## src/rtl/bin_to_bcd_pkg.sv

```systemverilog
// Shared definitions for the sequential binary-to-BCD converter.
// Holds the FSM state encoding, BCD digit constants and a helper that
// returns the smallest digit count able to hold any WIDTH-bit value.
package bin_to_bcd_pkg;

    // Bits per BCD digit
    localparam int unsigned DIGIT_W = 4;

    // Double-dabble correction: digits at or above this threshold get ADJ_ADD
    localparam int unsigned ADJ_THRESH = 5;
    localparam int unsigned ADJ_ADD    = 3;

    // log10(2) scaled by 1e5, used to size the decimal result
    localparam int unsigned LOG10_2_NUM = 30103;
    localparam int unsigned LOG10_2_DEN = 100000;

    // Converter sequencing
    typedef enum logic [1:0] {
        IDLE  = 2'd0,
        SHIFT = 2'd1,
        DONE  = 2'd2
    } state_e;

    // Decimal digits needed for 2^width-1. 2^width is never a power of ten,
    // so this equals floor(width*log10(2)) + 1.
    function automatic int unsigned min_digits(input int unsigned width);
        int unsigned digits;
        if (width == 0) begin
            digits = 1;
        end else begin
            digits = ((width * LOG10_2_NUM) / LOG10_2_DEN) + 1;
        end
        return digits;
    endfunction

endpackage

```

## src/rtl/bin_to_bcd_digit_adjust.sv

```systemverilog
// Combinational double-dabble correction for one BCD digit.
// Ports:
//   digit_i : current scratch digit (0..9 in normal operation)
//   adj_c   : digit + 3 when digit >= 5, else digit unchanged
// Adding 3 before the left shift makes a digit >= 5 carry into the next
// decimal position once it is doubled.
module bcd_digit_adjust
    import bin_to_bcd_pkg::*;
(
    input  logic [DIGIT_W-1:0] digit_i,
    output logic [DIGIT_W-1:0] adj_c
);

    always_comb begin
        adj_c = digit_i;
        if (digit_i >= DIGIT_W'(ADJ_THRESH)) begin
            adj_c = digit_i + DIGIT_W'(ADJ_ADD);
        end
    end

endmodule

```

## src/rtl/bin_to_bcd.sv

```systemverilog
// Sequential binary-to-BCD converter (double dabble, one bit per cycle).
// A start in IDLE captures bin; WIDTH SHIFT cycles later the FSM enters DONE,
// pulses done for one cycle and updates bcd. bcd holds its value until the
// next done pulse, so downstream seven-segment decoders never see partial
// results.
// Ports:
//   clk   : clock, all state on rising edge
//   reset : synchronous active-high reset (priority over start)
//   start : conversion request, level sensitive, sampled only in IDLE
//   bin   : unsigned binary operand, captured when start is accepted
//   busy  : high whenever the FSM is not in IDLE
//   done  : one-cycle pulse marking a fresh bcd value
//   bcd   : packed BCD result, digit k in bcd[4k+3:4k]
module bin_to_bcd
    import bin_to_bcd_pkg::*;
#(
    parameter int unsigned WIDTH  = 16,
    parameter int unsigned DIGITS = 5
) (
    input  logic                      clk,
    input  logic                      reset,
    input  logic                      start,
    input  logic [WIDTH-1:0]          bin,
    output logic                      busy,
    output logic                      done,
    output logic [DIGIT_W*DIGITS-1:0] bcd
);

    localparam int unsigned BCD_W = DIGIT_W * DIGITS;
    localparam int unsigned CNT_W = $clog2(WIDTH + 1);
    localparam int unsigned CAT_W = BCD_W + WIDTH;

    // Reject parameter pairs whose result could overflow the digit field
    if (WIDTH < 1) begin : g_width_err
        $error("bin_to_bcd: WIDTH must be at least 1");
    end
    if (DIGITS < min_digits(WIDTH)) begin : g_digits_err
        $error("bin_to_bcd: DIGITS too small to hold 2^WIDTH-1");
    end

    state_e             state_q,   state_d;
    logic [WIDTH-1:0]   sr_q,      sr_d;
    logic [BCD_W-1:0]   scratch_q, scratch_d;
    logic [CNT_W-1:0]   cnt_q,     cnt_d;
    logic [BCD_W-1:0]   bcd_q,     bcd_d;
    logic               done_q,    done_d;
    logic               busy_q,    busy_d;

    logic [BCD_W-1:0]   adj_c;
    logic [CAT_W-1:0]   shifted_c;

    // Per-digit add-3 correction on the scratch register
    for (genvar g = 0; g < DIGITS; g++) begin : g_adj
        bcd_digit_adjust u_adj (
            .digit_i (scratch_q[g*DIGIT_W +: DIGIT_W]),
            .adj_c   (adj_c[g*DIGIT_W +: DIGIT_W])
        );
    end

    // One double-dabble step: corrected scratch and operand shifted as one word
    assign shifted_c = {adj_c, sr_q} << 1;

    // Next-state and datapath control
    always_comb begin
        state_d   = state_q;
        sr_d      = sr_q;
        scratch_d = scratch_q;
        cnt_d     = cnt_q;
        bcd_d     = bcd_q;
        done_d    = 1'b0;

        case (state_q)
            IDLE: begin
                if (start) begin
                    sr_d      = bin;
                    scratch_d = '0;
                    cnt_d     = '0;
                    state_d   = SHIFT;
                end
            end
            SHIFT: begin
                sr_d      = shifted_c[WIDTH-1:0];
                scratch_d = shifted_c[CAT_W-1:WIDTH];
                cnt_d     = cnt_q + CNT_W'(1);
                // Last shift: publish the finished scratch together with done
                if (cnt_q == CNT_W'(WIDTH - 1)) begin
                    state_d = DONE;
                    done_d  = 1'b1;
                    bcd_d   = shifted_c[CAT_W-1:WIDTH];
                end
            end
            DONE: begin
                state_d = IDLE;
            end
            default: begin
                state_d = IDLE;
            end
        endcase

        busy_d = (state_d != IDLE);
    end

    // State and output registers
    always_ff @(posedge clk) begin
        if (reset) begin
            state_q   <= IDLE;
            sr_q      <= '0;
            scratch_q <= '0;
            cnt_q     <= '0;
            bcd_q     <= '0;
            done_q    <= 1'b0;
            busy_q    <= 1'b0;
        end else begin
            state_q   <= state_d;
            sr_q      <= sr_d;
            scratch_q <= scratch_d;
            cnt_q     <= cnt_d;
            bcd_q     <= bcd_d;
            done_q    <= done_d;
            busy_q    <= busy_d;
        end
    end

    assign busy = busy_q;
    assign done = done_q;
    assign bcd  = bcd_q;

endmodule
```

## config.mk

```make
export PLATFORM = sky130hd
export DESIGN_NAME = bin_to_bcd
export DESIGN_NICKNAME = d
export VERILOG_FILES = /design/src/rtl/bin_to_bcd_pkg.sv /design/src/rtl/bin_to_bcd_digit_adjust.sv /design/src/rtl/bin_to_bcd.sv
export SDC_FILE = /design/constraint.sdc
export NUM_CORES = 1
export LEC_CHECK = 0
export ABC_CLOCK_PERIOD_IN_PS = 1600
export CAP_MARGIN = 15
export CORE_ASPECT_RATIO = 0.75
export CORE_MARGIN = 3
export CORE_UTILIZATION = 45
export CTS_CLUSTER_DIAMETER = 30
export DETAILED_ROUTE_END_ITERATION = 10
export GPL_ROUTABILITY_DRIVEN = 1
export PLACE_DENSITY = 0.81
export SETUP_SLACK_MARGIN = 0.05
export SYNTH_ARGS = -nofsm -noshare
export SYNTH_HDL_FRONTEND = slang
export SYNTH_SLANG_ARGS = --single-unit
```

## constraint.sdc

```tcl
create_clock -name clk -period 1.6 [get_ports clk]
set_input_delay 0.32 -clock clk [delete_from_list [all_inputs] [get_ports clk]]
set_output_delay 0.32 -clock clk [all_outputs]
set_load 0.01 [all_outputs]
```

==> impl_metrics.toml <==
[worst_setup_path]
critical_path_class = "reg -> reg"
r2r_start = "cnt_q[1]$_SDFFE_PP0P_"
critical_path.max_fanout = 6
cp.arrival_ns = 1.89
reg2reg_to = "bcd[9]$_SDFFE_PP0P_"
critPathCaptureType = "flop"
r2r_setup_slack_ns = -0.01
start_kind = "flop"
worstRegToRegCells = 8
critPathRequiredTime_ns = 1.88

[synth]
netlist_area_mm2 = 0.00307
synth_most_common_cell = "nor2_1"
synth_top_area_share_pct = 42.4
synthSimpleGateAreaFrac_pct = 25.8
ys_async_sr_fraction_pct = 0
ys_ff_latch = 65
syn-num-nets = 390
synth_cells = 359
synth_edf_count = 0
yosys-top-cells-count = "66 x nor2_1, 65 x dfxtp_1, 29 x a21oi_1, 24 x nor3_1, 18 x nor3b_1"
synth_compound_area_share_pct = 18.1
ys.flop_type = "dfxtp_1"
seq_area_frac_synth_pct = 42.4
synthMuxAreaShare_pct = 1.31
avgSynthCellArea_um2 = 8.54
synth.largest_area_cell = "dfxtp_1"
ys_types = 39
yosys.area_share.adder_pct = 4.90
synth_top_family_by_area = "simple AND/OR/NAND/NOR gates"
yosys-top-cells-area = "dfxtp_1 42%, nor2_1 8.1%, ha_1 4.9%, a21oi_1 4.7%, nor3b_1 4.4%"
synth-xor-area-share_pct = 1.43
yosys_warnings = 0

[power]
internal_power_w = 0.00254
clkPwrFrac_pct = 40.1
power.switching_w = 0.000786
irDropWorstVdd_uv = 579
p_comb_share_pct = 9.1
leakagePower_nw = 1.94
p_sw_share_pct = 23.7
power.density_mw_per_mm2 = 808
pwr-share-seq_pct = 50.8

[cts]
clk_pin_slew_ns = 0.07
cts_hold_buffers = 0
cts_buffers = 9
clkLatencyLatePin_ns = 0.34
clkSinkCount = 65
root_buffer = "clkbuf_8"
cts_tree = "done"
cts_max_level = 3
clockBufferDepth = 2

[detailed_routing]
firstDrtPassIters = 4
antenna_left = 0
drcViolationCount = 0
vias = 2746
vias_per_cell = 5.54
wl_per_cell_um = 15.9
drt_iter0_drc = 134
wirelength_um = 7880

[placed_design]
hpwl_um = 4640
place.gp.congestion = 0.800
port_buffers = 40
post_dp_cell_area_mm2 = 0.00363

[floorplanning]
core_mm2 = 0.00644
start_util_pct = 47.6
ios = 41
dieArea_mm2 = 0.00785
rows = 25
die_h_um = 77.5
die_w_um = 101

[sta]
slew_headroom_pct = 76.2
period_minus_slack_ns = 1.61
fmax_mhz = 621
setup_viol = 3
hold_viol = 0
finalCritPeriodShare_pct = 101
final.setup.worst_slack_ns = -0.00961
rsz0062_at_grt = "yes"
fin_setup_tns_ns = -0.0152
worstMarginPinSlew_ns = 0.353
maxSlewViolCount = 0
clock-skew-final_ns = 0.00874

[final_layout]
drive_gt1_share_pct = 21.4
syn_to_final_growth_pct = 34.1
fill_cells = 503
antennaDiodeCount = 0
stdcell_area_mm2 = 0.00411
multi_input_area_mm2 = 0.00178
final-seq-area_mm2 = 0.00131
fin_nets = 443

[global_routing]
overflow = 0
grt_use_total_pct = 19.2
grt_pass1_vias = 2593
grt_pass1_wl_um = 12000
antenna_found_initial = 0
grt_max_degree = 21

[status]
violations = "setup timing"
status = "complete, but fails checks"

[run]
maxCapViolCount = 0

[min_path]
holdPathStages = 2
whs_endpoint = "scratch_q[15]$_SDFFE_PP0P_"
hold_path_class = "in -> reg"
min-delay-start = "reset"
==> flip-flops by register name, summed over array words and instances, names as in the netlist <==
register,flops
bcd,20
busy,1
cnt_q,5
done,1
scratch_q,20
sr_q,16
state_q,2
==> power groups by stage <==
| stage | combinational, W | sequential, W | clock [W] |
|---|---|---|---|
| finish | 0.000304 | 0.00169 | 0.00133 |
| global route | 0.000337 | 0.00169 | 0.00141 |
| CTS | 0.000301 | 0.00169 | 0.00135 |
| detailed placement | 0.000294 | 0.00172 | 0 |
| global placement | 0.000289 | 0.00172 | 0 |
| floorplan | 0.000198 | 0.00172 | 0 |
==> cells by family after synthesis <==
logic type / count (synthesis)
AOI/OAI and AO/OA: 84
xor gates and xnor gates: 5
adders and majority gates: 12
buffers and inverters: 36
DFF: 65
muxes: 4
and+or+nand+nor: 153
==> routing by layer <==
layer  part of all wire [%]  global-route usage [%]  vias to the layer above
met5                      0                       0                        -
met4                    1.2                    7.17                        0
met3                    6.3                    4.49                       11
met2                     48                    30.8                       69
met1                     45                    25.0                     1320
li1                       -                       -                     1346
==> worst max path at each step <==
stage                          start                        end  slack (ns)
5_1_grt        cnt_q[0]$_SDFFE_PP0P_       bcd[13]$_SDFFE_PP0P_       -0.07
6_report       cnt_q[1]$_SDFFE_PP0P_        bcd[9]$_SDFFE_PP0P_       -0.01
3_5_place_dp                   start  scratch_q[7]$_SDFFE_PP0P_       -0.21
2_1_floorplan  cnt_q[0]$_SDFFE_PP0P_       bcd[12]$_SDFFE_PP0P_        0.07
4_1_cts        cnt_q[0]$_SDFFE_PP0P_        bcd[1]$_SDFFE_PP0P_       0.005
3_3_place_gp                   start  scratch_q[7]$_SDFFE_PP0P_       -0.15
==> timing repair <==
action / CTS / global route
setup endpoints to repair: 23 / 53
gates resized for setup: 21 / 45
cloned: 2 / 2
pin swaps: 4 / 13
buffers inserted: 0 / 1
==> through the flow <==
stage	power [W]	hold slack (ns)	cells	util (%)	worst slack [ns]
floorplan	0.00191	0.437	359	-	0.0698
global placement	0.00201	0.446	477	56.3	-0.150
detailed placement	0.00201	0.456	477	56.3	-0.212
CTS	0.00333	0.320	493	60.6	0.00541
global route	0.00344	0.330	496	63.8	-0.0683
finish	0.00332	0.325	496	63.8	-0.00961
==> area by class of cell <==
type	count	share of cell area (%)
clock buffers	10	3.35
clock inverters	4	1.10
inverters	13	1.19
multi-input cells	259	43.2
flip-flops and latches	65	31.8
well taps	81	2.47
repair buffers	64	16.9
==> placed cells by master, fill, tap and decap left out, types with 5 or more instances in the layout <==
cell type and count:
nor2b_1 14, nor3b_1 9, dfxtp_1 59, o21ai_0 10, a21o_1 12, a211oi_2 5, ha_1 6, a21oi_1 28
clkdlybuf4s50_1 19, nand2b_1 5, inv_1 13, nor3b_2 9, dfxtp_2 6, a211oi_1 6, clkbuf_8 10, a22o_1 10
nor3_1 23, nor2_1 60, xnor2_1 5, dlymetal6s2s_1 16, buf_4 18, nand3_1 7, nor2_4 7
==> worst max-delay path: stages, from the launching register on <==
cell	delay (ns)
dfxtp_2	0.33
ha_4	0.15
and3_4	0.18
ha_4	0.16
buf_6	0.11
and2_4	0.17
clkbuf_16	0.17
nor3b_2	0.17
a21o_1	0.11
No activity file was read; power rests on OpenSTA's default activity.
